<file path="src/rtl/reg_file_pkg.sv">
// ---------------------------------------------------------------------------
// reg_file_pkg : shared constants and helpers for the multi-port register file
// Revision     : 1.0  initial release
// ---------------------------------------------------------------------------
`default_nettype none

package reg_file_pkg;

  localparam int IMG_DEPTH = 16;

  localparam logic [7:0] DEFAULT_IMAGE [IMG_DEPTH] = '{
    8'd0,  8'd5,  8'd4,  8'd14, 8'd15, 8'd25, 8'd18, 8'd20,
    8'd8,  8'd13, 8'd9,  8'd11, 8'd12, 8'd26, 8'd18, 8'd1
  };

  // Reset value of register idx, masked to data_w bits; entries past the image are 0.
  function automatic logic [31:0] init_val(input int idx, input int data_w, input bit init_mode);
    logic [31:0] v;
    v = '0;
    if (init_mode && idx >= 0 && idx < IMG_DEPTH) begin
      v = {24'd0, DEFAULT_IMAGE[idx[3:0]]};
    end
    if (data_w < 32) begin
      v = v & ((32'd1 << data_w) - 32'd1);
    end
    return v;
  endfunction

  // LSB position of lane p in a flattened bus of w-bit lanes.
  function automatic int lane_lsb(input int p, input int w);
    return p * w;
  endfunction

endpackage

`default_nettype wire

</file>
<file path="src/rtl/reg_file_rd_port.sv">
// ---------------------------------------------------------------------------
// reg_file_rd_port : one registered read port with write bypass and busy check
// Revision         : 1.0  initial release
// ---------------------------------------------------------------------------
`default_nettype none

module reg_file_rd_port #(
  parameter int DATA_W  = 8,
  parameter int ADDR_W  = 4,
  parameter int R0_ZERO = 1
) (
  input  logic              clk,
  input  logic              rst,
  input  logic              rd_en,
  input  logic [ADDR_W-1:0] rd_addr,
  input  logic [DATA_W-1:0] rd_word,
  input  logic              busy_bit,
  input  logic              wr_en,
  input  logic [ADDR_W-1:0] wr_addr,
  input  logic [DATA_W-1:0] wr_data,
  output logic [DATA_W-1:0] rd_data,
  output logic              rd_valid,
  output logic              rd_busy
);

  logic              hit;
  logic              is_zero;
  logic              blocked;
  logic [DATA_W-1:0] rd_data_d,  rd_data_q;
  logic              rd_valid_d, rd_valid_q;
  logic              rd_busy_d,  rd_busy_q;

  always_comb begin
    hit        = wr_en && (wr_addr == rd_addr);
    is_zero    = (R0_ZERO != 0) && (rd_addr == '0);
    // A same-cycle write to the reserved register satisfies the reservation.
    blocked    = busy_bit && !hit && !is_zero;
    rd_data_d  = rd_data_q;
    rd_valid_d = 1'b0;
    rd_busy_d  = 1'b0;
    if (rd_en) begin
      if (blocked) begin
        rd_busy_d = 1'b1;
      end else begin
        rd_valid_d = 1'b1;
        if (is_zero) begin
          rd_data_d = '0;
        end else if (hit) begin
          rd_data_d = wr_data;
        end else begin
          rd_data_d = rd_word;
        end
      end
    end
  end

  always_ff @(posedge clk or posedge rst) begin
    if (rst) begin
      rd_data_q  <= '0;
      rd_valid_q <= 1'b0;
      rd_busy_q  <= 1'b0;
    end else begin
      rd_data_q  <= rd_data_d;
      rd_valid_q <= rd_valid_d;
      rd_busy_q  <= rd_busy_d;
    end
  end

  assign rd_data  = rd_data_q;
  assign rd_valid = rd_valid_q;
  assign rd_busy  = rd_busy_q;

endmodule

`default_nettype wire

</file>
<file path="src/rtl/reg_file_mp.sv">
// ---------------------------------------------------------------------------
// reg_file_mp : multi-read-port register file with bypass and busy scoreboard
// Revision    : 1.0  initial release
// ---------------------------------------------------------------------------
`default_nettype none

module reg_file_mp
  import reg_file_pkg::*;
#(
  parameter int DATA_W    = 8,
  parameter int ADDR_W    = 4,
  parameter int NUM_RD    = 2,
  parameter int R0_ZERO   = 1,
  parameter int INIT_MODE = 1
) (
  input  logic                     clk,
  input  logic                     rst,
  input  logic [NUM_RD-1:0]        rd_en,
  input  logic [NUM_RD*ADDR_W-1:0] rd_addr,
  output logic [NUM_RD*DATA_W-1:0] rd_data,
  output logic [NUM_RD-1:0]        rd_valid,
  output logic [NUM_RD-1:0]        rd_busy,
  input  logic                     wr_en,
  input  logic [ADDR_W-1:0]        wr_addr,
  input  logic [DATA_W-1:0]        wr_data,
  input  logic                     res_en,
  input  logic [ADDR_W-1:0]        res_addr,
  output logic [(2**ADDR_W)-1:0]   busy_vec
);

  localparam int NREGS = 2 ** ADDR_W;

  logic [DATA_W-1:0] regs_d [NREGS];
  logic [DATA_W-1:0] regs_q [NREGS];
  logic [NREGS-1:0]  busy_d, busy_q;
  logic              wr_ok;
  logic              res_ok;

  // Writes and reservations aimed at a hard-wired zero R0 are dropped here.
  assign wr_ok  = wr_en  && !((R0_ZERO != 0) && (wr_addr  == '0));
  assign res_ok = res_en && !((R0_ZERO != 0) && (res_addr == '0));

  always_comb begin
    regs_d = regs_q;
    busy_d = busy_q;
    if (wr_ok) begin
      regs_d[wr_addr] = wr_data;
      busy_d[wr_addr] = 1'b0;
    end
    // Reservation is applied after the clear so a same-address pair stays busy.
    if (res_ok) begin
      busy_d[res_addr] = 1'b1;
    end
  end

  always_ff @(posedge clk or posedge rst) begin
    if (rst) begin
      for (int i = 0; i < NREGS; i++) begin
        regs_q[i] <= DATA_W'(init_val(i, DATA_W, INIT_MODE != 0));
      end
      busy_q <= '0;
    end else begin
      regs_q <= regs_d;
      busy_q <= busy_d;
    end
  end

  assign busy_vec = busy_q;

  for (genvar p = 0; p < NUM_RD; p++) begin : g_rd_port
    logic [ADDR_W-1:0] port_addr;
    assign port_addr = rd_addr[lane_lsb(p, ADDR_W) +: ADDR_W];

    reg_file_rd_port #(
      .DATA_W  (DATA_W),
      .ADDR_W  (ADDR_W),
      .R0_ZERO (R0_ZERO)
    ) u_rd_port (
      .clk      (clk),
      .rst      (rst),
      .rd_en    (rd_en[p]),
      .rd_addr  (port_addr),
      .rd_word  (regs_q[port_addr]),
      .busy_bit (busy_q[port_addr]),
      .wr_en    (wr_ok),
      .wr_addr  (wr_addr),
      .wr_data  (wr_data),
      .rd_data  (rd_data[lane_lsb(p, DATA_W) +: DATA_W]),
      .rd_valid (rd_valid[p]),
      .rd_busy  (rd_busy[p])
    );
  end

endmodule

`default_nettype wire

</file>
<file path="config.mk">
export PLATFORM = sky130hd
export DESIGN_NAME = reg_file_mp
export DESIGN_NICKNAME = d
export VERILOG_FILES = /design/src/rtl/reg_file_pkg.sv /design/src/rtl/reg_file_rd_port.sv /design/src/rtl/reg_file_mp.sv
export SDC_FILE = /design/constraint.sdc
export NUM_CORES = 1
export LEC_CHECK = 0
export BUFFER_PORTS_ARGS = -buffer_cell sky130_fd_sc_hd__buf_2
export CAP_MARGIN = 10
export CORE_MARGIN = 5
export CORE_UTILIZATION = 65
export DETAILED_ROUTE_END_ITERATION = 12
export HOLD_SLACK_MARGIN = 0.03
export PLACE_DENSITY = 0.93
export SLEW_MARGIN = 20
export SYNTH_ARGS = -nofsm -noshare
export SYNTH_HDL_FRONTEND = slang
export SYNTH_SLANG_ARGS = --single-unit
</file>
<file path="constraint.sdc">
create_clock -name clk -period 16.3 [get_ports clk]
set_clock_uncertainty 0.05 [all_clocks]
set_input_delay 4.89 -clock clk [delete_from_list [all_inputs] [get_ports clk]]
set_output_delay 4.89 -clock clk [all_outputs]
set_load 0.01 [all_outputs]
</file>
Word-level counts from Yosys, hierarchy flattened
Cells that the tools add are included.
{"block": "classes", "bitwise": 8, "magnitude_cmp": 10, "eq_ne": 2, "n_mux": 31, "reduce_logical": 23}
{"cell": "bitwise mux 128 bit", "n": 1}
{"cell": "two-way mux 8 bit", "n": 9}
{"cell": "binary-select mux 8 bit (select 4 bit)", "n": 2}
{"cell": "demux 8 bit (select 4 bit)", "n": 1}
{"cell": "two-way mux 16 bit", "n": 2}
{"cell": "less-than comparator 4 x 5 -> 1 bit, second input constant", "n": 4}
{"cell": "AND 16 bit", "n": 1}
{"cell": "zero test 4 bit", "n": 4}
{"cell": "inverter 16 bit", "n": 1}
{"cell": "OR 16 bit", "n": 1}
{"cell": ">= comparator 5 bit, second input constant", "n": 3}
{"cell": "inverter 4 -> 5 bit", "n": 3}
{"cell": "two-way mux 1 bit", "n": 12}
{"cell": "logical AND 1 bit", "n": 11}
{"cell": "binary-select mux 1 bit (select 4 bit)", "n": 2}
{"cell": "demux 1 bit (select 4 bit)", "n": 2}
{"cell": "equality test 4 bit", "n": 2}
{"cell": ">= comparator 4 x 1 -> 1 bit, second input constant", "n": 2}
{"cell": "zero test 1 bit", "n": 6}
{"cell": "less-than comparator 5 x 1 -> 1 bit, second input constant", "n": 1}
{"cell": "AND reduction 2 bit", "n": 2}
{"cell": "inverter 1 bit", "n": 2}
{"block": "totals", "in_bits": 30, "reg_bits": 164, "elab_cells": 97, "out_inout_bits": 36}

Longest topological paths before layout
Gate-level depths: netlist (run 1).
{"block": "logic_depth", "ltp_word": 9, "ltp_mapped": 8, "depth_no_buf": 5}

By module
A second synthesis (run 1) with hierarchy kept.
{"block": "unflattened", "cells_unflattened": 626, "hier_area_um2": 8921.1}
{"mod": "reg_file_mp", "instances": 1, "cells_each": 504, "seq_area_each_um2": 3646.0, "area_per_inst_um2": 7729.9}
{"mod": "reg_file_rd_port", "instances": 2, "cells_each": 61, "seq_area_each_um2": 250.2, "area_per_inst_um2": 595.6}

Worst setup path before layout (run 1)
Ideal clock, no wire load.
{"block": "synth_path", "path_type": "input-to-reg", "startpoint": "input rd_addr[2]", "endpoint": "register g_rd_port[0].u_rd_port.rd_data_q[1]", "t_required_ps": 16129, "setup_slack_ps": 9771, "setup_time_ps": 121, "arrival_ps": 6358, "n_path_buf": 3, "cell_stages": 7, "path_cell_list": "clkbuf_8 > buf_2 > clkbuf_1 > mux4_2 > mux2i_1 > nand2_1 > a32o_2"}
{"block": "synth_via", "elab_chain_cells": 7, "elab_cells_between_ends": 17, "classes_between": "eq/ne (1); mux (7); bitwise (2); reduce/logical (7)"}
{"item": "start: declaration", "line": "reg_file_mp.sv:19", "rtl": "input logic [NUM_RD*ADDR_W-1:0] rd_addr,"}
{"item": "branches (longest 7 deep; another with binary-select mux 8 bit (select 4 bit))"}
{"item": "end signal: assignment", "line": "reg_file_rd_port.sv:63", "rtl": "rd_data_q <= rd_data_d;"}
{"item": "end: declaration", "line": "reg_file_rd_port.sv:29", "rtl": "logic [DATA_W-1:0] rd_data_d, rd_data_q;"}
Several ways; the timed one is not identified. The select of a mux whose other input is x is not followed.
A chain may end at the register's enable or synchronous reset.

Worst setup path in the final report (run 1)
{"block": "layout_path", "startpoint": "input rd_addr[5]", "endpoint": "register g_rd_port[1].u_rd_port.rd_data_q[4]"}
{"block": "layout_via", "elab_chain_cells": 7, "elab_cells_between_ends": 17, "classes_between": "eq/ne (1); mux (7); bitwise (2); reduce/logical (7)"}
{"item": "branches (longest 7 deep; another with binary-select mux 8 bit (select 4 bit))"}
{"item": "end signal: assignment", "line": "reg_file_rd_port.sv:63"}
{"item": "end: declaration", "line": "reg_file_rd_port.sv:29"}
Several ways; the timed one is not identified. The select of a mux whose other input is x is not followed.

==> flow_summary_export.csv, run 1 <==
group,metric,value,unit
outcome,status,"completed",
floorplan,ios,66,
global_route,grt_pass1_vias,6837,
place,io_buffers,65,
sta,worst_slack,9.29,ns
clock_tree,tritoncts,"built",
floorplan,initial_core_util,0.665,
detailed_routing,drc,0,
detailed_routing,post_drt_via_cell_ratio,7.36,
clock_tree,hold_buffers,0,
critical_path,crit_type,"input pin to register",
sta,slew_headroom,0.193,
critical_path,worstSetupEndpointType,"register",
sta,finalMaxSlewViolations,0,
place,gp_congestion,0.917,
sta,hold_viol,0,
critical_path,crit_chain,"buf_2 > mux2i_1 > and3_1 > o41ai_2 > a41o_1 > a32o_1",
floorplan,coreArea,13300,sq um
synthesis,ys_ff_latch,164,
clock_tree,cts_resized,0,
synthesis,synth_edf_count,0,
place,dp_cells,854,
cells_and_area,fin_cells,886,
global_route,grtUsageTotal,0.318,
global_route,grt_use_met3,0.0845,
global_route,grt_pass1_wl,38.6,mm
cells_and_area,final_util,0.730,
sta,rsz0062_at_grt,"no",
synthesis,ys_seq_area_frac,0.469,
cells_and_area,diodes,0,
cells_and_area,drive_above_1_share,0.437,
synthesis,synth_area,8840,sq um
power,p_per_area,135,nW/um^2
critical_path,crit_fanout,42,
cells_and_area,nNetsFinal,727,
clock_tree,cts_made_buffers,17,
detailed_routing,postRouteAntennaNets,0,
synthesis,synth.net_count,705,
global_route,use_met1,0.412,
sta,tightest_slew,1.21,ns
power,finalPower,1310,uW
floorplan,die_height,127,microns
critical_path,critPathMaxStageDelay,0.84,ns
power,ir_drop,0.0847,mV
floorplan,die_w,127,microns
clock_tree,clk_pin_slew,0.06,ns
synthesis,ys_types,47,
global_route,use_met2,0.487,
clock_tree,cts_max_level,4,
synthesis,synthArstFlopShare,1.00,
detailed_routing,via_count,6521,
global_route,grt_max_degree,88,
critical_path,start_kind,"input pin",
critical_path,slowest_stage,"buf_2",
sta,finalCriticalPeriod,7.01,ns
clock_tree,cts_sinks,164,
global_route,grt_overflow,0,
detailed_routing,first_pass_iters,7,
critical_path,crit_required,16.62,ns
sta,fin_setup_tns,0,ns
floorplan,dieArea,16000,sq um
floorplan,fp-row-count,42,
min_path,hp-class,"register to register",
sta,max_freq,0.143,GHz
sta,layout_worst_path_cycle_share,0.430,
synthesis,synth_ff_type,"dfrtp_1",
flow_run,cap_viol_max_count,0,
clock_tree,postCtsSetupRepairBufs,0,
power,cellLeakagePower,0.00425,uW
place,preCtsSetupSlack,8.80,ns
critical_path,worst-endpoint-arrival,7.33,ns
synthesis,synth_area_per_cell,13.1,sq um
synthesis,yosysWarningCount,0,
sta,setup_violations,0,
detailed_routing,avgRoutedWirePerCell,27.8,microns
synthesis,synth_cells,675,
detailed_routing,drt_wl_total,24.7,mm
clock_tree,clock_tree.root_cell,"clkbuf_16",
global_route,busiest_layer,"met2",
detailed_routing,drt_iter0_markers,952,
place,dp_hpwl,15.7,mm
clock_tree,clk_latency,0.44,ns
global_route,antenna_found_initial,0,
cells_and_area,area_growth,9.74,%
clock_tree,clockBufferDepth,2,
## power breakdown
part	switching, uW	total, uW	internal (uW)
clock network	161	425	264
registers	79.9	590	510
logic	136	293	157
total	377	1310	930
## stage by stage
step           hold WS, ns  instance area (sq um)
6_report             0.347                   9700
5_1_grt              0.364                   9700
4_1_cts              0.350                   9690
3_5_place_dp         0.337                   9060
3_3_place_gp         0.326                   9040
2_1_floorplan        0.391                   8840
## path summary, 6_finish.rpt
check | startpoint | to | slack, ns | depth (start not counted)
min in group asynchronous | rst | regs_q[21] | 4.55 | 2
min reg2reg | regs_q[124] | regs_q[124] | 0.35 | 0
min | regs_q[124] | regs_q[124] | 0.35 | 0
max reg2reg | busy_vec[4] | g_rd_port[1].u_rd_port.rd_data[4] | 14.15 | 5
max | rd_addr[5] | g_rd_port[1].u_rd_port.rd_data[4] | 9.29 | 6
max in group asynchronous | rst | g_rd_port[0].u_rd_port.rd_data[4] | 10.12 | 3
## state kept, by name, indices dropped and copies added (netlist names)
| signal | count |
|---|---|
| g_rd_port.u_rd_port.rd_busy | 2 |
| busy_vec | 16 |
| regs_q | 128 |
| g_rd_port.u_rd_port.rd_valid | 2 |
| g_rd_port.u_rd_port.rd_data | 16 |
## kinds of logic after synthesis
| logic type | count (synthesis) | synth area share |
|---|---|---|
| compound gates | 110 | 0.0900 |
| xor+xnor | 6 | 0.00594 |
| buf+inv | 84 | 0.0504 |
| flops | 164 | 0.469 |
| mux | 185 | 0.317 |
| simple gates | 126 | 0.0678 |
## layer usage
| layer | routed length [microns] | part of all wire |
|---|---|---|
| met3 | 2750 | 0.11 |
| met2 | 11600 | 0.47 |
| met5 | 0 | 0 |
| met4 | 1400 | 0.057 |
| met1 | 8870 | 0.36 |
## cell usage in the layout, fill, tap and decap left out, types with 4 or more instances in the layout
master / synthesis / routed
a22oi_1: 17 / 17
a32o_1: 8 / 8
a32o_2: 8 / 8
buf_2: 11 / 64
buf_4: 8 / 4
clkbuf_16: 0 / 17
clkbuf_8: 4 / 6
clkinv_2: 0 / 5
dfrtp_1: 130 / 130
dfstp_2: 34 / 34
inv_1: 19 / 18
mux2_2: 80 / 80
mux2i_1: 37 / 37
mux4_2: 68 / 68
nand2_1: 76 / 76
nand2b_1: 4 / 4
nand3_1: 5 / 5
nand3b_1: 4 / 4
nor2_1: 11 / 7
nor2_2: 0 / 4
o21ai_0: 53 / 53
o31ai_1: 4 / 4
or3_1: 4 / 4
xor2_1: 6 / 6
## cell type report
| class | instances | area, sq um |
|---|---|---|
| inverters | 19 | 76.3 |
| fillers | 820 | 3590 |
| multi-input cells | 427 | 4280 |
| flip-flops and latches | 164 | 4150 |
| well taps | 176 | 220 |
| clock inverters | 9 | 123 |
| clock buffers | 23 | 508 |
| repair buffers | 68 | 350 |
## critical path, delay by kind of cell
family | cells | cell delay [ns]
buffers and inverters | 1 | 0.84
and+or+nand+nor | 1 | 0.24
AOI/OAI and AO/OA | 3 | 1.17
muxes | 1 | 0.18
## synth_stat cells, types with 11 or more instances
master      n  area, sq um
mux2_2     80          901
mux4_2     68         1530
a22oi_1    17          128
nor2_1     11         41.3
dfrtp_1   130         3250
dfstp_2    34          893
nand2_1    76          285
buf_2      11         55.1
clkbuf_1   35          131
o21ai_0    53          265
inv_1      19         71.3
mux2i_1    37          370
No activity file was read; power rests on OpenSTA's default activity.
==> inputs of run 2 (changes only) <==
Settings changed: CORE_UTILIZATION 65 to 55, PLACE_DENSITY 0.93 to 0.85.
Clock period 16.3 ns to 6.1 ns, I/O delays scaled along.
==> run 2 against run 1 <==
- utilization down 11 points
- first-iteration DRC count down 22%
- sequential power rose to 2.7 times the previous value
- critical path depth unchanged
- sequential cell count unchanged
- combinational power rose to 2.7 times the previous value
- register-to-register slack worse by 10 ns
- worst setup slack worse by 7.3 ns
- clock power rose to 2.5 times the previous value
- largest power group unchanged
==> flow_summary_export.csv, run 2 (synthesis gave the netlist of run 1 again) <==
group,metric,value,unit
outcome,status,"completed",
clock_tree,clockBufferDepth,2,
cells_and_area,drive_above_1_share,0.434,
sta,fin_setup_tns,0,ns
critical_path,worst-r2r-cell-count,5,
cells_and_area,diodes,0,
place,dp_hpwl,16.5,mm
cells_and_area,final_util,0.617,
sta,hold_viol,0,
critical_path,reg2reg_from,"busy_vec[6]",
detailed_routing,via_count,6276,
floorplan,dieArea,18700,sq um
critical_path,crit_type,"input pin to register",
sta,rsz0062_at_grt,"no",
detailed_routing,top_layer_used,"met4",
detailed_routing,met2_wirelength,12.3,mm
detailed_routing,wl_met1,9.42,mm
critical_path,reg2reg_to,"g_rd_port[0].u_rd_port.rd_data[5]",
detailed_routing,drt_iter0_markers,741,
global_route,antenna_found_initial,0,
floorplan,die_height,137,microns
critical_path,startpoint,"rd_addr[2]",
clock_tree,clk_latency,0.44,ns
global_route,grt_pass1_vias,6460,
sta,slew_headroom,0.200,
clock_tree,postCtsSetupRepairBufs,0,
critical_path,crit_fanout,34,
cells_and_area,multi_input_area,4270,sq um
critical_path,crit_chain,"buf_2 > mux2i_1 > a22oi_1 > a31oi_1 > o41ai_4 > a32o_2",
sta,worst_slack,1.98,ns
floorplan,initial_core_util,0.559,
detailed_routing,postRouteAntennaNets,0,
clock_tree,cts_sinks,164,
cells_and_area,largest_reg_flops,128,
min_path,hp-class,"register to register",
sta,finalCriticalPeriod,4.12,ns
global_route,grt_max_degree,113,
critical_path,crit_buf_inv,1,
cells_and_area,nNetsFinal,733,
clock_tree,cts_resized,0,
sta,layout_worst_path_cycle_share,0.675,
floorplan,die_w,137,microns
detailed_routing,avgRoutedWirePerCell,26.9,microns
critical_path,cpLargestDelayFamily,"compound AO/OA/AOI/OAI gates",
detailed_routing,drt_wl_total,25.0,mm
clock_tree,cts_made_buffers,17,
critical_path,crit_required,6.42,ns
sta,tightest_slew,1.20,ns
detailed_routing,drc,0,
critical_path,worstSetupEndpointType,"register",
cells_and_area,layout_commonest_cell,"dfrtp_1",
detailed_routing,route.met3.wl,2.21,mm
critical_path,slowest_stage,"o41ai_4",
floorplan,coreArea,15800,sq um
detailed_routing,post_drt_via_cell_ratio,6.73,
critical_path,critPathCapture,"g_rd_port[0].u_rd_port.rd_data[5]",
critical_path,critPathMaxStageDelay,0.84,ns
clock_tree,clock_tree.root_cell,"clkbuf_16",
power,cellLeakagePower,0.00426,uW
cells_and_area,layout_common_cells,"dfrtp_1 (130), mux2_2 (80), nand2_1 (76)",
power,p_per_area,351,nW/um^2
critical_path,worst-endpoint-arrival,4.43,ns
critical_path,start_kind,"input pin",
global_route,grt_overflow,0,
place,io_buffers,65,
cells_and_area,regMostFlops,"regs_q",
clock_tree,clk_pin_slew,0.06,ns
clock_tree,tritoncts,"built",
place,gp_congestion,0.920,
clock_tree,cts_max_level,4,
detailed_routing,first_pass_iters,5,
cells_and_area,area_growth,10.4,%
critical_path,regToRegSetupSlack,3.83,ns
global_route,grt_pass1_wl,38.6,mm
global_route,grtUsageTotal,0.281,
place,preCtsSetupSlack,1.58,ns
floorplan,fp-row-count,46,
sta,max_freq,0.243,GHz
cells_and_area,fill_cells,1140,
floorplan,ios,66,
clock_tree,hold_buffers,0,
cells_and_area,register_area,4150,sq um
critical_path,cp.depth,6,
power,ir_drop,0.230,mV
sta,finalMaxSlewViolations,0,
flow_run,cap_viol_max_count,0,
sta,setup_violations,0,
==> run 2: changes by cell type in the layout (fill, tap and decap cells not counted), sizes merged <==
cell / before / now
inv: 19 / 18
clkinvlp: 1 / 2
clkinv: 5 / 6
bufinv: 3 / 2
buf: 68 / 74
==> run 2: metrics by stage <==
| stage | total power [uW] | area [sq um] | hold WS [ns] | std cells |
|---|---|---|---|---|
| 2_1_floorplan | 2080 | 8850 | 0.391 | 675 |
| 3_3_place_gp | 2280 | 9140 | 0.329 | 899 |
| 3_5_place_dp | 2350 | 9150 | 0.337 | 899 |
| 4_1_cts | 3420 | 9740 | 0.351 | 931 |
| 5_1_grt | 3570 | 9760 | 0.365 | 932 |
| 6_report | 3430 | 9760 | 0.350 | 932 |
==> run 2: worst reg2reg max path: stages (launching register included) <==
cell	delay (ns)
dfrtp_1	0.43
mux2i_1	0.11
a22oi_1	0.30
a31oi_1	0.25
o41ai_4	0.84
a32o_2	0.22
==> run 2: area by class of cell <==
cell class | count | share of cell area
clock buffer | 23 | 0.0500
clock inverter | 9 | 0.0104
inverter | 19 | 0.00769
multi-input combinational | 427 | 0.437
sequential | 164 | 0.425
tap | 216 | 0.0277
timing repair buffer | 74 | 0.0428
==> run 2: power breakdown <==
part / internal [uW] / switching, uW
combinational: 421 / 356
clock: 643 / 436
sequential: 1360 / 211
==> run 2: per-layer routing <==
layer  up-vias  track usage
met5         -            0
met4         0        0.142
met3        79       0.0577
met2       372        0.454
met1      3246        0.363
li1       2579            -
==> run 2: how the worst min path moves through the flow <==
stage / from / end / slack [ns] / cells past startpoint
6_report: regs_q[126] / regs_q[126] / 0.35 / 0
5_1_grt: regs_q[126] / regs_q[126] / 0.36 / 0
4_1_cts: regs_q[126] / regs_q[126] / 0.35 / 0
3_5_place_dp: regs_q[126] / regs_q[126] / 0.34 / 0
3_3_place_gp: regs_q[127] / regs_q[127] / 0.33 / 0
2_1_floorplan: regs_q[120] / regs_q[120] / 0.39 / 1
